$ cat config.mk
export PLATFORM = sky130hd
export DESIGN_NAME = pic_init_sequencer
export DESIGN_NICKNAME = d
export VERILOG_FILES = /design/src/rtl/pic_init_sequencer.sv
export SDC_FILE = /design/constraint.sdc
export NUM_CORES = 1
export LEC_CHECK = 0
export ABC_AREA = 0
export CAP_MARGIN = 15
export CELL_PAD_IN_SITES_DETAIL_PLACEMENT = 0
export CELL_PAD_IN_SITES_GLOBAL_PLACEMENT = 2
export CORE_ASPECT_RATIO = 2
export CORE_MARGIN = 2
export CORE_UTILIZATION = 15
export DETAILED_ROUTE_END_ITERATION = 16
export PLACE_DENSITY_LB_ADDON = 0.25
export SETUP_SLACK_MARGIN = 0.02
export SLEW_MARGIN = 20
export SYNTH_ARGS = -nofsm -noshare
export SYNTH_HDL_FRONTEND = slang
export SYNTH_SLANG_ARGS = --single-unit
$ cat constraint.sdc
create_clock -name clk -period 1.92 [get_ports clk]
set_input_delay 0.288 -clock clk [delete_from_list [all_inputs] [get_ports clk]]
set_output_delay 0.288 -clock clk [all_outputs]
set_load 0.005 [all_outputs]
$ cat src/rtl/pic_init_sequencer.sv
// Boot-time PIC initialiser: writes ICW1, ICW2, ICW4 and OCW1 over the PIC port.
// Once the sequence is done, the CPU port is passed straight through to the PIC.
module pic_init_sequencer #(
    parameter logic [7:0] VECTOR_BASE = 8'h08,
    parameter logic [7:0] INIT_MASK   = 8'h00,
    parameter int         ACK_TIMEOUT = 15
) (
    input  logic        clk,
    input  logic        reset_n,
    input  logic        reinit,
    input  logic        cpu_cs,
    input  logic        cpu_addr,
    input  logic [15:0] cpu_data_in,
    input  logic        cpu_wr_en,
    input  logic        cpu_access,
    output logic [15:0] cpu_data_out,
    output logic        cpu_ack,
    output logic        pic_cs,
    output logic        pic_addr,
    output logic [15:0] pic_data_out,
    output logic        pic_wr_en,
    output logic        pic_access,
    input  logic [15:0] pic_data_in,
    input  logic        pic_ack,
    output logic        init_done,
    output logic        init_error
);

    localparam int CNT_W = (ACK_TIMEOUT < 1) ? 1 : $clog2(ACK_TIMEOUT + 1);
    localparam logic [CNT_W-1:0] CNT_MAX = '1;

    typedef enum logic [1:0] {
        IDLE_RST,
        DRIVE,
        GAP,
        DONE
    } state_t;

    state_t           r_state;
    state_t           w_state_next;
    logic [1:0]       r_step;
    logic [1:0]       w_step_next;
    logic [CNT_W-1:0] r_cnt;
    logic [CNT_W-1:0] w_cnt_next;
    logic             r_pending;
    logic             w_pending_next;
    logic             r_error;
    logic             w_error_next;
    logic             w_step_addr;
    logic [15:0]      w_step_data;
    logic             w_timeout;

    always_comb begin
        w_step_addr = 1'b1;
        w_step_data = 16'h0000;
        case (r_step)
            2'd0: begin
                w_step_addr = 1'b0;
                w_step_data = 16'h0013;
            end
            2'd1: w_step_data = {8'h00, VECTOR_BASE};
            2'd2: w_step_data = 16'h0001;
            default: w_step_data = {8'h00, INIT_MASK};
        endcase
    end

    // True on the ACK_TIMEOUT-th DRIVE cycle of the current write.
    assign w_timeout = (int'(r_cnt) + 1) >= ACK_TIMEOUT;

    always_comb begin
        w_state_next   = r_state;
        w_step_next    = r_step;
        w_cnt_next     = r_cnt;
        w_pending_next = r_pending;
        w_error_next   = r_error;
        pic_cs         = 1'b0;
        pic_addr       = 1'b0;
        pic_data_out   = 16'h0000;
        pic_wr_en      = 1'b0;
        pic_access     = 1'b0;
        cpu_ack        = 1'b0;
        cpu_data_out   = 16'h0000;
        init_done      = 1'b0;
        case (r_state)
            IDLE_RST: begin
                w_state_next   = DRIVE;
                w_step_next    = 2'd0;
                w_cnt_next     = '0;
                w_pending_next = 1'b0;
            end
            DRIVE: begin
                pic_cs       = 1'b1;
                pic_access   = 1'b1;
                pic_wr_en    = 1'b1;
                pic_addr     = w_step_addr;
                pic_data_out = w_step_data;
                w_cnt_next   = (r_cnt == CNT_MAX) ? r_cnt : r_cnt + 1'b1;
                if (pic_ack) begin
                    w_state_next = GAP;
                end else if (w_timeout) begin
                    // Jumping to the last step makes GAP fall through to DONE.
                    w_state_next = GAP;
                    w_step_next  = 2'd3;
                    w_error_next = 1'b1;
                end
            end
            GAP: begin
                if (r_step == 2'd3) begin
                    w_state_next = DONE;
                end else begin
                    w_state_next = DRIVE;
                    w_step_next  = r_step + 2'd1;
                    w_cnt_next   = '0;
                end
            end
            DONE: begin
                init_done    = 1'b1;
                pic_cs       = cpu_cs;
                pic_addr     = cpu_addr;
                pic_data_out = cpu_data_in;
                pic_wr_en    = cpu_wr_en;
                pic_access   = cpu_access;
                cpu_ack      = pic_ack;
                cpu_data_out = pic_data_in;
                // A reinit never cuts a CPU access short; it waits for access to drop.
                if ((reinit || r_pending) && !cpu_access) begin
                    w_state_next   = IDLE_RST;
                    w_pending_next = 1'b0;
                end else if (reinit) begin
                    w_pending_next = 1'b1;
                end
            end
            default: w_state_next = IDLE_RST;
        endcase
    end

    always_ff @(posedge clk) begin
        if (!reset_n) begin
            r_state   <= IDLE_RST;
            r_step    <= 2'd0;
            r_cnt     <= '0;
            r_pending <= 1'b0;
            r_error   <= 1'b0;
        end else begin
            r_state   <= w_state_next;
            r_step    <= w_step_next;
            r_cnt     <= w_cnt_next;
            r_pending <= w_pending_next;
            r_error   <= w_error_next;
        end
    end

    assign init_error = r_error;

endmodule

==> results of run 1 <==
==> layer usage <==
| layer | global-route usage, % | vias to the layer above |
|---|---|---|
| met3 | 1.98 | 5 |
| met1 | 10.1 | 560 |
| met4 | 4.48 | 0 |
| met5 | 0 | - |
| li1 | - | 629 |
| met2 | 23.3 | 63 |
==> kinds of logic after synthesis <==
| group | after synthesis |
|---|---|
| flip-flops | 10 |
| XOR/XNOR | 2 |
| adder cells (fa/ha/maj) | 10 |
| AND/OR/NAND/NOR | 68 |
| AO/OA/AOI/OAI | 25 |
| buffers and inverters | 14 |
| multiplexers | 3 |
==> registers in the layout, indices dropped and copies added (netlist names) <==
| name | cells |
|---|---|
| r_step | 2 |
| r_pending | 1 |
| init_error | 1 |
| r_state | 2 |
| r_cnt | 4 |
==> area by class of cell <==
type,instances,area share [%]
Tap cell,86,4.91
Inverter,8,1.37
Timing Repair Buffer,93,45.0
Multi-Input combinational cell,108,34.8
Clock buffer,4,4.05
Sequential cell,10,9.82
==> timing repair <==
item / in CTS / in global routing
cloned: 1 / 2
pin swaps: 0 / 4
gates resized for setup: 32 / 25
buffers inserted: 1 / 5
setup endpoints to repair: 39 / 22
==> final timing paths <==
path / start / endpoint / cells past startpoint
setup / recovery: r_state[1] / pic_data_out[4] / 5
hold / removal: r_step[1] / r_step[1] / 2
setup reg to reg: r_cnt[0] / r_step[0] / 7
hold reg to reg: r_step[1] / r_step[1] / 2
==> layout by cell type, fill, tap and decap left out, drive strengths merged <==
master / count
a22o: 3
dlymetal6s2s: 19
a211oi: 1
a31oi: 1
dlygate4sd2: 18
dfxtp: 10
or4: 1
clkbuf: 6
xor2: 2
o211ai: 1
a21oi: 5
a32oi: 1
o22ai: 2
nand2: 20
clkdlybuf4s50: 41
nor2b: 2
nand3: 9
o21a: 1
nand2b: 1
nor2: 3
mux2i: 3
o311a: 1
and2: 31
o21bai: 1
a211o: 1
a21o: 2
and3: 1
inv: 8
ha: 10
o21ai: 5
buf: 13
==> critical path, delay by kind of cell, from the launching register on <==
kind,cells,cell delay (ns)
buf+inv,3,0.57
flops,1,0.36
fa+ha+maj,1,0.20
compound gates,1,0.19
==> power breakdown <==
| group | internal (mW) | switching, mW |
|---|---|---|
| Combinational | 0.604 | 0.465 |
| Clock | 0.314 | 0.110 |
| Sequential | 0.264 | 0.0498 |
==> metrics.yaml, run 1 <==
synth_top_flop_cell: "dfxtp_1"
antenna_found_initial: 0
fin_nets: 274
grt_pass1_vias: 1162
p_total_mw: 1.81
routed-wl-met3_um: 377
fin_util_pct: 35.0
hold_buffers: 0
cts_tree: "built"
die_area_um2: 7130
ys_top_cells_by_count: "and2_1 (31), nand2_1 (20), dfxtp_1 (10), ha_1 (10)"
stdcell_count: 309
topRoutingLayerUsed: "met4"
multi_input_area_um2: 763
fin_skew_ns: 0.00454
routed_via_density: 4.07
core_region_area_um2: 6260
crit_chain: "ha_4 -> clkbuf_16 -> buf_4 -> a22o_1 -> dlygate4sd2_1"
dr.pass1.iters: 4
start_util_pct: 15.4
stdcell_area_um2: 2190
finalSetupViolCount: 0
synth.avg_cell_area_um2: 7.31
grt_util_all_layers_pct: 11.6
max_stage_delay_ns: 0.36
hold_viol: 0
grt_first_pass_wirelength_um: 6060
place_area_um2: 1890
leakagePower_nw: 1.29
slew_headroom_pct: 65.7
setup_tns_ns: 0
period_minus_slack_ns: 1.85
numCtsBuffers: 3
num_vias: 1257
fmax_ghz: 0.539
clockBufferDepth: 2
met1_length_um: 1370
slew_violations: 0
fillCellCount: 672
power_density_nw_per_um2: 825
synth_edf_count: 0
crit_type: "flop to output pin"
synth_top_family_by_area: "simple AND/OR/NAND/NOR gates"
ys_ff_latch: 10
area_delta_synth_final_pct: 127
arrival_ns: 1.57
grt_overflow: 0
synth.mux.area_fraction_pct: 3.11
root_buffer: "clkbuf_16"
status: "finished, final reports clean"
htreeDepth: 1
dp_slack_ns: 0.0154
min_period_over_period_pct: 96.6
rows: 41
die-width_um: 60.7
drtIter0Drc: 24
ys_warn_count: 0
critPathLaunchType: "flop"
synth_top_cell_by_area: "dfxtp_1"
syn_area_um2: 965
synth-simple-area-share_pct: 37.7
synthDistinctLibCells: 29
portBuffers: 78
rsz0062_at_grt: "no"
antenna_cells: 0
reg2reg_setup_slack_ns: 0.13
synth_area_leaders: "dfxtp_1 (21%), and2_1 (20%), ha_1 (13%), nand2_1 (7.8%), nand3_1 (4.2%)"
critPathCaptureType: "output pin"
ioPinCount: 79
post-dp-hpwl_um: 3300
synth-xor-area-share_pct: 1.82
worstMarginPinSlew_ns: 0.512
synth_compound_area_share_pct: 18.0
die_y_um: 117
wl_um: 4440
worstSkewPairLatency_ns: 0.24
register_area_um2: 215
postLayoutSetupSlackWorst_ns: 0.0657
ant_nets: 0
cp_slowest_cell: "dfxtp_4"
post_drt_wl_per_cell_um: 14.4
ys_seq_area_share_pct: 20.8
finalWeightedCongestion: 0.755
cp_max_fo: 6
async_flop_share_pct: 0
whs_ns: 0.479
numClockSinks: 10
hold_path_class: "flop to flop"
drc: 0
grt_start_max_net_pins: 21
worst_ep_required_time_ns: 1.63
ir_worst_vdd_mv: 0.690
drive_gt1_share_pct: 16.1
syn_nets: 182
syn_inst: 132
yosysMostFrequentCell: "and2_1"
synth_top_area_share_pct: 20.8
maxCapViolations: 0
dr_wl_met2_um: 2620
path_clk_slew_ns: 0.04
dp.cells: 296
synthAdderAreaFrac_pct: 13.0
Power figures use the tool's default switching activity.
==> run 2: changes to the inputs <==
Settings changed: SLEW_MARGIN 20 to 5.
==> results of run 2 <==
No change in the layout: final DEF, timing and power equal those of run 1.
==> run 3: changes to the inputs <==
Settings changed: CORE_UTILIZATION 15 to 14.
Clock period 1.92 ns to 1.7 ns, I/O delays scaled along.
==> run 3 against run 2 <==
- critical path depth rose by 2
- the run now ends with setup timing left
- clock power rose by 13%
- setup slack worse by 0.092 ns
- largest power group unchanged
- via count up 6.5%
- sequential power rose by 11%
- combinational power up 35%
- worst hold slack gained 0.018 ns
- total power is 26% higher
- wire length up 1.6%
==> metrics.yaml, run 3 (synthesis results as in run 1) <==
status: "finished with violations"
violations: "setup timing"
swShare_pct: 34.2  # -0.37 points
p_seq_share_pct: 15.3  # -2.1 points
ir_worst_vdd_mv: 0.602  # -13%
rsz0062_at_grt: "yes"
worst_ep_required_time_ns: 1.87  # +0.24 ns
grt_start_max_net_pins: 21  # unchanged
fin_util_pct: 33.9  # -1.1 points
grt_pass1_vias: 1341  # +15%
arrival_ns: 1.90  # +0.33 ns
maxCapViolations: 0  # unchanged
htreeDepth: 1  # unchanged
area_delta_synth_final_pct: 133
post-dp-hpwl_um: 3480  # +5.6%
slew_headroom_pct: 73.7  # +8.0 points
core_region_area_um2: 6620  # +5.8%
hold_path_class: "flop to flop"
crit_type: "flop to flop"
drc: 0  # unchanged
die-width_um: 62.7  # +3.3%
ioPinCount: 79  # unchanged
portBuffers: 78  # unchanged
start_util_pct: 14.6  # -0.84 points
p_sw_mw: 0.779  # +25%
ant_nets: 0  # unchanged
p_total_mw: 2.28  # +26%
hold_viol: 0  # unchanged
die_y_um: 121  # +3.4%
power.share.clock_pct: 21.2  # -2.3 points
critPathCaptureType: "flop"
largest_register_ffs: 4  # unchanged
path_clk_slew_ns: 0.04  # about the same
fin_skew_ns: 0.000851  # -0.00369 ns
critPathLaunchType: "flop"
cts_tree: "built"
drive_gt1_share_pct: 38.1  # +22 points
routed_via_density: 4.03  # -0.86%
power_density_nw_per_um2: 1010  # +23%
die_area_um2: 7610  # +6.8%
fillCellCount: 741  # +10%
worstSkewPairLatency_ns: 0.24  # about the same
p_comb_share_pct: 63.5  # +4.4 points
root_buffer: "clkbuf_16"
stdcell_count: 332  # +7.4%
drtIter0Drc: 18  # -25%
wl_um: 4510  # +1.6%
layout_commonest_cell: "clkdlybuf4s50_1"
whs_ns: 0.497  # +0.0182 ns
period_minus_slack_ns: 1.73
stdcell_area_um2: 2240  # +2.4%
grt_overflow: 0  # unchanged
antenna_cells: 0  # unchanged
place_area_um2: 2010  # +6.4%
worstMarginPinSlew_ns: 0.393  # -0.119 ns
setup_tns_ns: -0.0469  # -0.0469 ns
grt_util_all_layers_pct: 11.9  # +0.34 points
rows: 42  # +2.4%
postLayoutSetupSlackWorst_ns: -0.0266  # -0.0922 ns
antenna_found_initial: 0  # unchanged
dr.pass1.iters: 4  # unchanged
layout_common_cells: "clkdlybuf4s50_1 (40), and2_1 (31), clkbuf_2 (26)"
numClockSinks: 10  # unchanged
numCtsBuffers: 3  # unchanged
dp.cells: 313  # +5.7%
finalSetupViolCount: 2  # +2
grt_first_pass_wirelength_um: 6890  # +14%
dp_slack_ns: -0.0867  # -0.102 ns
hold_buffers: 0  # unchanged
largest_registers: "r_cnt (4), r_state (2), r_step (2)"
top_register: "r_cnt"
fmax_ghz: 0.579
min_period_over_period_pct: 102
post_drt_wl_per_cell_um: 13.6  # -5.4%
fin_nets: 295  # +7.7%
leakagePower_nw: 1.04  # -19%
num_vias: 1339  # +6.5%
clockBufferDepth: 2  # unchanged
cp_max_fo: 3  # -3
p_int_mw: 1.50  # +27%
slew_violations: 0  # unchanged
finalWeightedCongestion: 0.751  # -0.53%
## run 3: cell count changes in the layout (fill, tap and decap cells not counted), sizes merged
cell           previous run  this run
dlygate4sd2              18         3
clkdlybuf4s50            41        40
dlymetal6s2s             19         0
buf                      13        37
clkdlybuf4s15             0         8
clkbuf                    6        30
## run 3: worst max-delay path, cell delays in order (launching register included)
cell,delay [ns]
dfxtp_4,0.37
buf_6,0.11
inv_4,0.03
ha_4,0.14
a21o_1,0.19
or4_4,0.52
o211ai_4,0.10
mux2i_1,0.19
## run 3: power groups by stage
stage               Combinational [mW]  Clock (mW)  Sequential, mW
floorplan                        0.530           0           0.322
global placement                  1.27           0           0.327
detailed placement                1.26           0           0.327
CTS                               1.32       0.490           0.351
global route                      1.59       0.503           0.355
finish                            1.44       0.481           0.349
## run 3: final cells by class
type / count / area, µm² / area share [%]
timing repair buffer: 114 / 978 / 43.6
sequential: 10 / 215 / 9.59
clock buffer: 4 / 88.8 / 3.96
inverter: 8 / 32.5 / 1.45
multi-input combinational: 108 / 818 / 36.5
tap: 88 / 110 / 4.91
## run 3: timing repair
action | 4_1_cts | 5_1_grt
gates cloned | 1 | 0
pin swaps | 6 | 9
buffers inserted | 8 | 7
endpoints found under the setup margin | 41 | 10
resized for setup | 71 | 71
## run 3: final timing paths
check / from / depth (start not counted) / slack (ns) / endpoint
max: r_state[0] / 7 / -0.03 / r_step[0]
min: r_step[0] / 2 / 0.50 / r_step[0]
max reg2reg: r_state[0] / 7 / -0.03 / r_step[0]
min reg2reg: r_step[0] / 2 / 0.50 / r_step[0]
## run 3: metal layers
metal,up-vias,global-route usage (%),share of wire [%]
li1,665,-,-
met1,600,9.64,31
met2,65,24.7,59
met3,9,3.06,7.2
met4,0,6.53,3.1
met5,-,0,0
